`config.mk`:
```
export PLATFORM = sky130hd
export DESIGN_NAME = ddr_bw_ctrl_flat
export DESIGN_NICKNAME = d
export VERILOG_FILES = /design/src/rtl/ddr_bw_pkg.sv /design/src/rtl/ddr_bw_ctrl_if.sv /design/src/rtl/synchronizer_n.sv /design/src/rtl/ddr_bw_ctrl.sv /design/src/flat_wrapper.sv
export SDC_FILE = /design/constraint.sdc
export NUM_CORES = 1
export LEC_CHECK = 0
export ABC_AREA = 1
export CORE_UTILIZATION = 25
export CTS_CLUSTER_SIZE = 10
export DETAILED_ROUTE_END_ITERATION = 10
export GPL_ROUTABILITY_DRIVEN = 1
export GPL_TIMING_DRIVEN = 1
export PLACE_DENSITY = 0.48
export SLEW_MARGIN = 20
export SYNTH_ARGS = -nofsm -noshare
export SYNTH_HDL_FRONTEND = slang
export SYNTH_SLANG_ARGS = --single-unit
```
`constraint.sdc`:
```
create_clock -name clk -period 7.5 [get_ports clk]
set_clock_uncertainty 0.15 [all_clocks]
set_input_delay 2.25 -clock clk [delete_from_list [all_inputs] [get_ports clk]]
set_output_delay 2.25 -clock clk [all_outputs]
set_load 0.05 [all_outputs]
```
`src/rtl/ddr_bw_pkg.sv`:
```
// Shared types for the DDR bandwidth controller: FSM states, transfer modes
// and small sizing helpers.
package ddr_bw_pkg;

  // Controller sequencing states.
  typedef enum logic [2:0] {
    IDLE,
    ARM,
    ISSUE,
    WAIT,
    NEXT,
    DONE,
    ERR
  } state_e;

  // MODE_REG encodings; MODE_ILL is rejected at ARM time.
  typedef enum logic [1:0] {
    MODE_RD  = 2'd0,
    MODE_WR  = 2'd1,
    MODE_RW  = 2'd2,
    MODE_ILL = 2'd3
  } mode_e;

  // Depth of the START_REG synchronizer chain.
  localparam int SYNC_STAGES = 2;

  // Width of a counter that must reach 'guard' (never narrower than one bit).
  function automatic int guard_width(input int guard);
    return (guard < 1) ? 1 : $clog2(guard + 1);
  endfunction

endpackage

```
`src/rtl/ddr_bw_ctrl_if.sv`:
```
// Command/status handshake between the controller and the DDR read/write
// engines. The controller is the master; the engines are the slave side.
interface ddr_bw_ctrl_if #(
  parameter int ADDR_W = 32
);

  logic              RSTART_REG;
  logic [ADDR_W-1:0] RADDR_REG;
  logic [31:0]       RLENGTH_REG;
  logic              RIDLE_REG;

  logic              WSTART_REG;
  logic [ADDR_W-1:0] WADDR_REG;
  logic [31:0]       WNBURST_REG;
  logic              WIDLE_REG;

  modport master (
    output RSTART_REG, RADDR_REG, RLENGTH_REG,
    output WSTART_REG, WADDR_REG, WNBURST_REG,
    input  RIDLE_REG, WIDLE_REG
  );

  modport slave (
    input  RSTART_REG, RADDR_REG, RLENGTH_REG,
    input  WSTART_REG, WADDR_REG, WNBURST_REG,
    output RIDLE_REG, WIDLE_REG
  );

endinterface

```
`src/rtl/synchronizer_n.sv`:
```
// N-stage flop synchronizer for bringing level signals into the clk domain.
module synchronizer_n #(
  parameter int STAGES = 2,
  parameter int WIDTH  = 1
) (
  input  logic             clk,
  input  logic             rstn,
  input  logic [WIDTH-1:0] i_d,
  output logic [WIDTH-1:0] o_q
);

  logic [WIDTH-1:0] r_sync [STAGES];

  // Shift the input through the flop chain; clear the chain on reset.
  // NOTE: reset is only seen at a clk edge (synchronous), so it sits inside the
  // clocked branch and is not in the sensitivity list.
  always_ff @(posedge clk) begin
    if (!rstn) begin
      for (int i = 0; i < STAGES; i++) r_sync[i] <= '0;
    end else begin
      // NOTE: non-blocking assignments make every stage take the old value of
      // its predecessor, which is what turns this loop into a shift chain.
      r_sync[0] <= i_d;
      for (int i = 1; i < STAGES; i++) r_sync[i] <= r_sync[i-1];
    end
  end

  assign o_q = r_sync[STAGES-1];

endmodule

```
`src/rtl/ddr_bw_ctrl.sv`:
```
// DDR bandwidth test controller: issues NTRANS read, write or read+write
// transactions to the DDR engines at BASE + k*STRIDE, counting completed
// transactions and busy cycles, with graceful abort when START_REG drops.
module ddr_bw_ctrl
  import ddr_bw_pkg::*;
#(
  parameter int ADDR_W     = 32,
  parameter int LEN_W      = 8,
  parameter int CNT_W      = 32,
  parameter int IDLE_GUARD = 2
) (
  input  logic              clk,
  input  logic              rstn,
  input  logic              START_REG,
  input  logic [ADDR_W-1:0] DDR_BASEADDR_REG,
  input  logic [1:0]        MODE_REG,
  input  logic [CNT_W-1:0]  NTRANS_REG,
  input  logic [ADDR_W-1:0] STRIDE_REG,
  input  logic [LEN_W-1:0]  LEN_REG,
  ddr_bw_ctrl_if.master     eng,
  output logic [CNT_W-1:0]  CYCLES_REG,
  output logic [CNT_W-1:0]  DONE_CNT_REG,
  output logic              BUSY_REG,
  output logic              DONE_REG,
  output logic              ERR_REG,
  output logic              ABORT_REG
);

  localparam int GUARD_W = guard_width(IDLE_GUARD);

  logic               w_start_s;
  logic               w_wr_sel;
  logic               w_idle_sel;
  logic               w_stop;
  logic [CNT_W-1:0]   w_done_cnt_inc;

  state_e             r_state;
  mode_e              r_mode;
  logic [CNT_W-1:0]   r_ntrans;
  logic [ADDR_W-1:0]  r_stride;
  logic [ADDR_W-1:0]  r_acc;
  logic [LEN_W-1:0]   r_len;
  logic               r_wr_half;
  logic               r_stop;
  logic [GUARD_W-1:0] r_guard;

  synchronizer_n #(
    .STAGES (SYNC_STAGES),
    .WIDTH  (1)
  ) u_start_sync (
    .clk  (clk),
    .rstn (rstn),
    .i_d  (START_REG),
    .o_q  (w_start_s)
  );

  // The write engine is in play for write mode and for the second half of a
  // read+write pair; everything else talks to the read engine.
  assign w_wr_sel       = (r_mode == MODE_WR) || ((r_mode == MODE_RW) && r_wr_half);
  assign w_idle_sel     = w_wr_sel ? eng.WIDLE_REG : eng.RIDLE_REG;
  assign w_stop         = r_stop | ~w_start_s;
  assign w_done_cnt_inc = DONE_CNT_REG + 1'b1;

  // Engine length fields always show the length latched at ARM.
  assign eng.RLENGTH_REG = 32'(r_len);
  assign eng.WNBURST_REG = 32'(r_len);

  // Controller FSM with its registered status flags, pulses and counters.
  always_ff @(posedge clk) begin
    if (!rstn) begin
      r_state          <= IDLE;
      r_mode           <= MODE_RD;
      r_ntrans         <= '0;
      r_stride         <= '0;
      r_acc            <= '0;
      r_len            <= '0;
      r_wr_half        <= 1'b0;
      r_stop           <= 1'b0;
      r_guard          <= '0;
      eng.RSTART_REG   <= 1'b0;
      eng.RADDR_REG    <= '0;
      eng.WSTART_REG   <= 1'b0;
      eng.WADDR_REG    <= '0;
      CYCLES_REG       <= '0;
      DONE_CNT_REG     <= '0;
      BUSY_REG         <= 1'b0;
      DONE_REG         <= 1'b0;
      ERR_REG          <= 1'b0;
      ABORT_REG        <= 1'b0;
    end else begin
      // Start pulses last a single cycle unless ISSUE raises one below.
      eng.RSTART_REG <= 1'b0;
      eng.WSTART_REG <= 1'b0;

      // Active-run bookkeeping: saturating cycle count and sticky stop request.
      if (r_state inside {ISSUE, WAIT, NEXT}) begin
        if (CYCLES_REG != '1) CYCLES_REG <= CYCLES_REG + 1'b1;
        if (!w_start_s)       r_stop     <= 1'b1;
      end

      case (r_state)
        IDLE: begin
          if (w_start_s) begin
            r_state  <= ARM;
            BUSY_REG <= 1'b1;
          end
        end

        ARM: begin
          r_mode       <= mode_e'(MODE_REG);
          r_ntrans     <= NTRANS_REG;
          r_stride     <= STRIDE_REG;
          r_len        <= LEN_REG;
          r_acc        <= DDR_BASEADDR_REG;
          r_wr_half    <= 1'b0;
          r_stop       <= 1'b0;
          CYCLES_REG   <= '0;
          DONE_CNT_REG <= '0;
          ABORT_REG    <= 1'b0;
          if (mode_e'(MODE_REG) == MODE_ILL) begin
            r_state  <= ERR;
            BUSY_REG <= 1'b0;
            ERR_REG  <= 1'b1;
          end else if (NTRANS_REG == '0) begin
            r_state  <= DONE;
            BUSY_REG <= 1'b0;
            DONE_REG <= 1'b1;
          end else begin
            r_state  <= ISSUE;
          end
        end

        ISSUE: begin
          if (w_wr_sel) begin
            eng.WSTART_REG <= 1'b1;
            eng.WADDR_REG  <= r_acc;
          end else begin
            eng.RSTART_REG <= 1'b1;
            eng.RADDR_REG  <= r_acc;
          end
          r_guard <= '0;
          r_state <= WAIT;
        end

        WAIT: begin
          // The engine's idle flag is stale until it has seen the pulse.
          if (r_guard != GUARD_W'(IDLE_GUARD)) begin
            r_guard <= r_guard + 1'b1;
          end else if (w_idle_sel) begin
            r_state <= NEXT;
          end
        end

        NEXT: begin
          if ((r_mode == MODE_RW) && !r_wr_half) begin
            // Write half of the pair always runs, even when stopping.
            r_wr_half <= 1'b1;
            r_state   <= ISSUE;
          end else begin
            r_wr_half    <= 1'b0;
            DONE_CNT_REG <= w_done_cnt_inc;
            r_acc        <= r_acc + r_stride;
            if (w_done_cnt_inc == r_ntrans) begin
              r_state  <= DONE;
              BUSY_REG <= 1'b0;
              DONE_REG <= 1'b1;
            end else if (w_stop) begin
              r_state   <= DONE;
              BUSY_REG  <= 1'b0;
              DONE_REG  <= 1'b1;
              ABORT_REG <= 1'b1;
            end else begin
              r_state <= ISSUE;
            end
          end
        end

        DONE: begin
          if (!w_start_s) begin
            r_state  <= IDLE;
            DONE_REG <= 1'b0;
          end
        end

        ERR: begin
          if (!w_start_s) begin
            r_state <= IDLE;
            ERR_REG <= 1'b0;
          end
        end

        default: begin
          r_state  <= IDLE;
          BUSY_REG <= 1'b0;
          DONE_REG <= 1'b0;
          ERR_REG  <= 1'b0;
        end
      endcase
    end
  end

endmodule

```
`src/flat_wrapper.sv`:
```
// flat-port wrapper written by rule: the top's interface ports become plain ports
module ddr_bw_ctrl_flat import ddr_bw_pkg::*;
#(
  parameter int ADDR_W     = 32,
  parameter int LEN_W      = 8,
  parameter int CNT_W      = 32,
  parameter int IDLE_GUARD = 2
)
  (clk, rstn, START_REG, DDR_BASEADDR_REG, MODE_REG, NTRANS_REG, STRIDE_REG, LEN_REG, CYCLES_REG, DONE_CNT_REG, BUSY_REG, DONE_REG, ERR_REG, ABORT_REG, eng_RSTART_REG, eng_RADDR_REG, eng_RLENGTH_REG, eng_WSTART_REG, eng_WADDR_REG, eng_WNBURST_REG, eng_RIDLE_REG, eng_WIDLE_REG);
  ddr_bw_ctrl_if #(.ADDR_W(ADDR_W)) eng_i ();
  input  logic clk;
  input  logic rstn;
  input  logic START_REG;
  input  logic [ADDR_W-1:0] DDR_BASEADDR_REG;
  input  logic [1:0] MODE_REG;
  input  logic [CNT_W-1:0] NTRANS_REG;
  input  logic [ADDR_W-1:0] STRIDE_REG;
  input  logic [LEN_W-1:0] LEN_REG;
  output logic [CNT_W-1:0] CYCLES_REG;
  output logic [CNT_W-1:0] DONE_CNT_REG;
  output logic BUSY_REG;
  output logic DONE_REG;
  output logic ERR_REG;
  output logic ABORT_REG;
  output wire logic [$bits(eng_i.RSTART_REG)-1:0] eng_RSTART_REG;
  output wire logic [$bits(eng_i.RADDR_REG)-1:0] eng_RADDR_REG;
  output wire logic [$bits(eng_i.RLENGTH_REG)-1:0] eng_RLENGTH_REG;
  output wire logic [$bits(eng_i.WSTART_REG)-1:0] eng_WSTART_REG;
  output wire logic [$bits(eng_i.WADDR_REG)-1:0] eng_WADDR_REG;
  output wire logic [$bits(eng_i.WNBURST_REG)-1:0] eng_WNBURST_REG;
  input wire logic [$bits(eng_i.RIDLE_REG)-1:0] eng_RIDLE_REG;
  input wire logic [$bits(eng_i.WIDLE_REG)-1:0] eng_WIDLE_REG;
  assign eng_RSTART_REG = eng_i.RSTART_REG;
  assign eng_RADDR_REG = eng_i.RADDR_REG;
  assign eng_RLENGTH_REG = eng_i.RLENGTH_REG;
  assign eng_WSTART_REG = eng_i.WSTART_REG;
  assign eng_WADDR_REG = eng_i.WADDR_REG;
  assign eng_WNBURST_REG = eng_i.WNBURST_REG;
  assign eng_i.RIDLE_REG = eng_RIDLE_REG;
  assign eng_i.WIDLE_REG = eng_WIDLE_REG;
  ddr_bw_ctrl #(.ADDR_W(ADDR_W), .LEN_W(LEN_W), .CNT_W(CNT_W), .IDLE_GUARD(IDLE_GUARD)) u_core (.clk(clk), .rstn(rstn), .START_REG(START_REG), .DDR_BASEADDR_REG(DDR_BASEADDR_REG), .MODE_REG(MODE_REG), .NTRANS_REG(NTRANS_REG), .STRIDE_REG(STRIDE_REG), .LEN_REG(LEN_REG), .eng(eng_i), .CYCLES_REG(CYCLES_REG), .DONE_CNT_REG(DONE_CNT_REG), .BUSY_REG(BUSY_REG), .DONE_REG(DONE_REG), .ERR_REG(ERR_REG), .ABORT_REG(ABORT_REG));
endmodule
```
== Word level (Yosys, flattened, before mapping) ==
Memory sizes are Yosys's and may differ from the RTL's.
Cells that the tools add are included.

* Word-level logic and storage cells: 130
* Flip-flop bits (word level): 247
* Memories kept: 1
* ROM bits: 0
* Latch bits: 0
* RAM bits: 2

* Add/subtract/negate cells: 4
* Mux-type cells: 44
* Div/mod/pow operators: 0
* Shift-type cells: 0
* Bitwise logic cells: 9
* Reduce and logical (&&, ||, !) cells: 26
* $lt $le $gt $ge: 0
* Eq/ne operators: 27
* Multipliers: 0

{| class="wikitable"
|+ Memories
! memory !! depth !! width !! read ports !! clocked after memory_dff !! write ports !! line !! RTL
|-
| u_core.u_start_sync.r_sync || 2 || 1 || 2 || 0 || 2 || synchronizer_n.sv:12 || <nowiki>logic [WIDTH-1:0] r_sync [STAGES];</nowiki>
|}

{| class="wikitable"
|+ Operators by type and width
! kind !! number
|-
| case mux 32 bit (2 select lines) || 2
|-
| adder 32 x 1 -> 32 bit, second input constant || 2
|-
| two-way mux 32 bit || 2
|-
| adder 32 bit || 1
|-
| == test 32 bit || 1
|-
| logical NOT 32 bit || 1
|-
| inequality test 32 bit, second input constant || 1
|-
| two-way mux 3 bit || 9
|-
| two-way mux 1 bit || 23
|-
| inequality test 2 bit, second input constant || 9
|-
| case mux 3 bit (6 select lines) || 1
|-
| AND reduction 2 bit || 7
|-
| inequality test 2 x 1 -> 1 bit, second input constant || 5
|-
| == test 3 bit, second input constant || 3
|-
| case mux 1 bit (4 select lines) || 2
|-
| AND reduction 4 bit || 2
|-
| OR reduction 4 bit || 2
|-
| == test 3 x 2 -> 1 bit, second input constant || 2
|-
| NOT 1 bit || 6
|-
| AND reduction 6 bit || 1
|-
| AND reduction 5 bit || 1
|-
| OR reduction 5 bit || 1
|-
| == test 2 bit, second input constant || 2
|-
| case mux 1 bit (2 select lines) || 2
|-
| 17 further kinds || 22
|}

== Longest topological paths before layout ==
* Depth after elaboration: 7
* Depth in mapped cells: 19
* Depth with buffers taken out: 19

== By module ==
Synthesis repeated with hierarchy kept, for this count alone.

* Cells, all modules: 2019
* Area total of the unflattened synthesis: 13464.2 um^2

{| class="wikitable"
|+ By module, submodules not included
! module !! cells an instance !! instances !! sequential area each (um^2) !! area each (um^2)
|-
| ddr_bw_ctrl || 2013 || 1 || 4944.7 || 13409.1
|-
| synchronizer_n || 6 || 1 || 40.0 || 55.1
|}

== Worst setup path before layout ==
OpenSTA, ideal clock, no wires.

* Path type: in2reg
* Start: in NTRANS_REG[8]
* End: reg u_core.r_state[1]
* Arrival: 3.159 ns
* Path slack: 4.082 ns
* Library setup time: 0.110 ns
* Buffers on the path: 0
* Cell stages on the path: 10
* Cell sequence: nor4_1 -> nand4_1 -> nor2_1 -> nand2_1 -> nand2_1 -> inv_1 -> nor2_1 -> nand4_1 -> nand2_1 -> inv_1

* Word-level cells in the longest chain between the ends: 4

{| class="wikitable"
|+ Ends and longest elaborated chain
! item !! line !! RTL
|-
| start: declaration || flat_wrapper.sv:16 || <nowiki>input logic [CNT_W-1:0] NTRANS_REG;</nowiki>
|-
| logical NOT 32 bit || ddr_bw_ctrl.sv:124 || <nowiki>end else if (NTRANS_REG == '0) begin</nowiki>
|-
| two-way mux 3 bit || ddr_bw_ctrl.sv:124 ||
|-
| two-way mux 3 bit || ddr_bw_ctrl.sv:120 || <nowiki>if (mode_e'(MODE_REG) == MODE_ILL) begin</nowiki>
|-
| case mux 3 bit (6 select lines) || ddr_bw_ctrl.sv:101 || <nowiki>case (r_state)</nowiki>
|-
| end signal: assignment || ddr_bw_ctrl.sv:104 || <nowiki>r_state <= ARM;</nowiki>
|-
| end signal: assignment || ddr_bw_ctrl.sv:121 || <nowiki>r_state <= ERR;</nowiki>
|-
| end signal: assignment || ddr_bw_ctrl.sv:125 || <nowiki>r_state <= DONE;</nowiki>
|-
| end: declaration || ddr_bw_ctrl.sv:37 || <nowiki>state_e r_state;</nowiki>
|}

No other way between the ends.
A chain may end at the register's enable or synchronous reset.

== Worst setup path in the final report ==
* Start: reg u_core.DONE_CNT_REG[0]
* End: out DONE_CNT_REG[0]

{| class="wikitable"
|+ RTL lines
! item !! line !! RTL
|-
| start: declaration || ddr_bw_ctrl.sv:22 || <nowiki>output logic [CNT_W-1:0] DONE_CNT_REG,</nowiki>
|-
| start signal: assignment || ddr_bw_ctrl.sv:161 || <nowiki>DONE_CNT_REG <= w_done_cnt_inc;</nowiki>
|-
| end: declaration || flat_wrapper.sv:20 || <nowiki>output logic [CNT_W-1:0] DONE_CNT_REG;</nowiki>
|}

No word-level cell between the ends.

==> results.yml <==
placement:
  port_buffers: 260
  gp_congestion: 0.875
  hpwlAfterDp_mm: 36.1
  post-place-ws_ps: 2550
clock_network:
  clk_pin_slew_ps: 50
  ctsResizeCount: 0
  worstSkewPairLatency_ps: 550
  clk_path_buf_depth: 3
  cts_hold_buf: 0
  post_cts_buffers: 0
  cts_buffers: 35
  root_buffer: "clkbuf_16"
  h-tree-depth: 2
  cts_tree: "done"
  clock-sinks: 249
routing:
  drc: 0
  via_count: 14100
  drt-initial-drc-count: 764
  detail-route-antenna-nets: 0
  viasPerCell: 4.69
  drt_wl_total_mm: 50.0
  routedWlPerCell_um: 16.7
  drt_pre_antenna_iters: 5
setup_path:
  end_kind: "primary output"
  cp_top_family: "buffers and inverters"
  worstPathArrival_ps: 1940
  crit_chain: "clkdlybuf4s50_1"
  slowest_delay_ps: 900
  crit_slowest_cell: "clkdlybuf4s50_1"
  worst-r2r-cell-count: 9
  r2r_start: "u_core.r_state[0]"
  r2r_slack_ps: 3860
  cp.required_ps: 5100
  crit_path_max_fanout: 8
  timing_worst_setup_path_type: "reg -> out"
  cp-start-kind: "flip-flop"
  reg2reg_to: "u_core.r_ntrans[13]"
  path_buf_inv: 1
floorplanning:
  fp.dieW_um: 235
  rows: 85
  start_util_pct: 25.3
  io_pins: 309
  dieArea_mm2: 0.0553
  core_mm2: 0.0537
  die_h_um: 235
finish:
  drive_gt1_share_pct: 4.21
  fillers: 5890
  final_util_pct: 33.0
  finalNetCount: 2428
  syn_to_final_growth_pct: 30.7
yosys:
  netlist_area_mm2: 0.0136
  synth_flop_cell: "dfxtp_1"
  yosys_warnings: 0
  synth_top_area_cell: "dfxtp_1"
  syn-instance-count: 2058
  avgSynthCellArea_um2: 6.60
  ys_types: 46
  yosysMostFrequentCell: "nand2_1"
  yosysSeqAreaShare_pct: 36.7
  ys_ff_latch: 249
  synth.top_cells.by_area: "dfxtp_1, nand2_1, nor2_1, o21ai_0, a21oi_1"
  synth_top_cells_by_count: "nand2_1, nor2_1, dfxtp_1"
  yosys.area.top_type_share_pct: 36.7
  ys_async_sr_fraction_pct: 0
  synth_edf_count: 0
global_route:
  grt_overflow: 0
  grt_max_degree: 114
  antenna_found_initial: 7
  grt_pass1_wl_mm: 77.4
  grt_pass1_vias: 13600
  grt_usage_pct: 17.7
sta:
  relSlewSlack_pct: 29.7
  setup_tns_ps: 0
  fin_ws_ps: 3160
  max_clock_freq_mhz: 231
  finalCritPeriodShare_pct: 57.8
  max_slew.worst_pin.slew_ps: 1050
  setup_viol: 0
  layout_min_cycle_time_ps: 4340
  slew_viol_final: 0
  hold_slack_ps: 267
  rsz0062_at_grt: "no"
  final-hold-violation-count: 0
pwr:
  pwr-share-comb_pct: 39.9
  p_per_area_mw_per_mm2: 329
  sw_frac_of_total_pct: 42.4
  power.net_switching_w: 0.00247
  p_seq_share_pct: 31.8
  vdd_drop_max_mv: 0.162
  p_int_w: 0.00337
  pwr-share-clk_pct: 28.3
  p_leak_nw: 7.14
  power_w: 0.00584
min_path:
  worstHoldPathType: "reg -> reg"
  hp-start: "u_core.u_start_sync.r_sync[0][0]"
  min_to: "u_core.u_start_sync.r_sync[0][1]"
  min_path_cells: 2
run:
  maxCapViolations: 0
status:
  status: "finished clean"
==> registers in the layout (all words and copies together), names as in the netlist, 3 cells and up <==
register / cells
u_core.CYCLES_REG: 32
u_core.DONE_CNT_REG: 32
u_core.eng.RADDR_REG: 32
u_core.eng.WADDR_REG: 32
u_core.r_acc: 32
u_core.r_ntrans: 32
u_core.r_stride: 32
u_core.r_len: 8
u_core.r_state: 3
==> final cells by class <==
class | instances | area [µm²] | area share [%]
sequential | 249 | 4980 | 28.1
tap | 696 | 871 | 4.91
clock buffer | 52 | 1030 | 5.80
clock inverter | 6 | 86.3 | 0.486
inverter | 165 | 621 | 3.50
antenna | 1 | 2.50 | 0.0141
timing repair buffer | 272 | 2690 | 15.2
multi-input combinational | 1559 | 7460 | 42.1
==> worst max-delay path by stage <==
stage / start / endpoint / depth (start not counted)
global placement: NTRANS_REG[31] / u_core.r_state[1] / 11
CTS: u_core.DONE_CNT_REG[0] / DONE_CNT_REG[0] / 1
floorplan: NTRANS_REG[8] / u_core.r_state[1] / 10
global route: u_core.DONE_CNT_REG[0] / DONE_CNT_REG[0] / 1
detailed placement: NTRANS_REG[31] / u_core.r_state[1] / 11
finish: u_core.DONE_CNT_REG[0] / DONE_CNT_REG[0] / 1
==> power groups by stage <==
stage	combinational [W]	sequential [W]	clock (W)
floorplan	0.00126	0.00221	0
global placement	0.00234	0.00188	0
detailed placement	0.00235	0.00188	0
CTS	0.00236	0.00186	0.00171
global route	0.00256	0.00190	0.00176
finish	0.00233	0.00185	0.00165
==> tightest hold or removal path, delay by kind of cell (launching register included) <==
kind	cells	cell delay, ps
buffers and inverters	1	40
AND/OR/NAND/NOR	1	50
flip-flops	1	310
==> metrics by stage <==
| step | area (µm²) | cells |
|---|---|---|
| 6_report | 17700 | 3000 |
| 5_1_grt | 17700 | 2999 |
| 4_1_cts | 17700 | 2999 |
| 3_5_place_dp | 16600 | 2941 |
| 3_3_place_gp | 16600 | 2941 |
| 2_1_floorplan | 13800 | 2105 |
==> per-layer routing <==
layer,track usage (%),part of all wire (%),vias to the layer above
li1,-,-,7131
met1,22.1,44,6511
met2,30.1,47,340
met3,4.35,6.2,81
met4,5.26,2.2,14
met5,0,0.21,-
==> placed cells by master (no fill, tap or decap), types with 8 or more instances in the layout <==
cell,count
nand2_1,424
nor2_1,354
clkdlybuf4s50_1,259
dfxtp_1,249
o21ai_0,205
a21oi_1,189
inv_1,160
nand3_1,111
conb_1,48
clkbuf_16,35
ha_1,34
nand4_1,29
xor2_1,26
nor3_1,25
nor4_1,15
buf_4,13
a31oi_1,10
xnor2_1,10
nor2_2,9
or2_2,9
a21o_1,9
clkbuf_8,9
nor2_4,8
clkbuf_1,8
==> cell families after synthesis <==
family                   after synthesis  share of synthesized area, %
AO/OA/AOI/OAI                        443                          17.2
XOR/XNOR                              37                          2.49
adder cells (fa/ha/maj)               35                          3.28
buffers and inverters                297                          9.78
flip-flops                           249                          36.7
other                                  1                        0.0276
AND/OR/NAND/NOR                      996                          30.5
No activity file was read; power rests on OpenSTA's default activity.
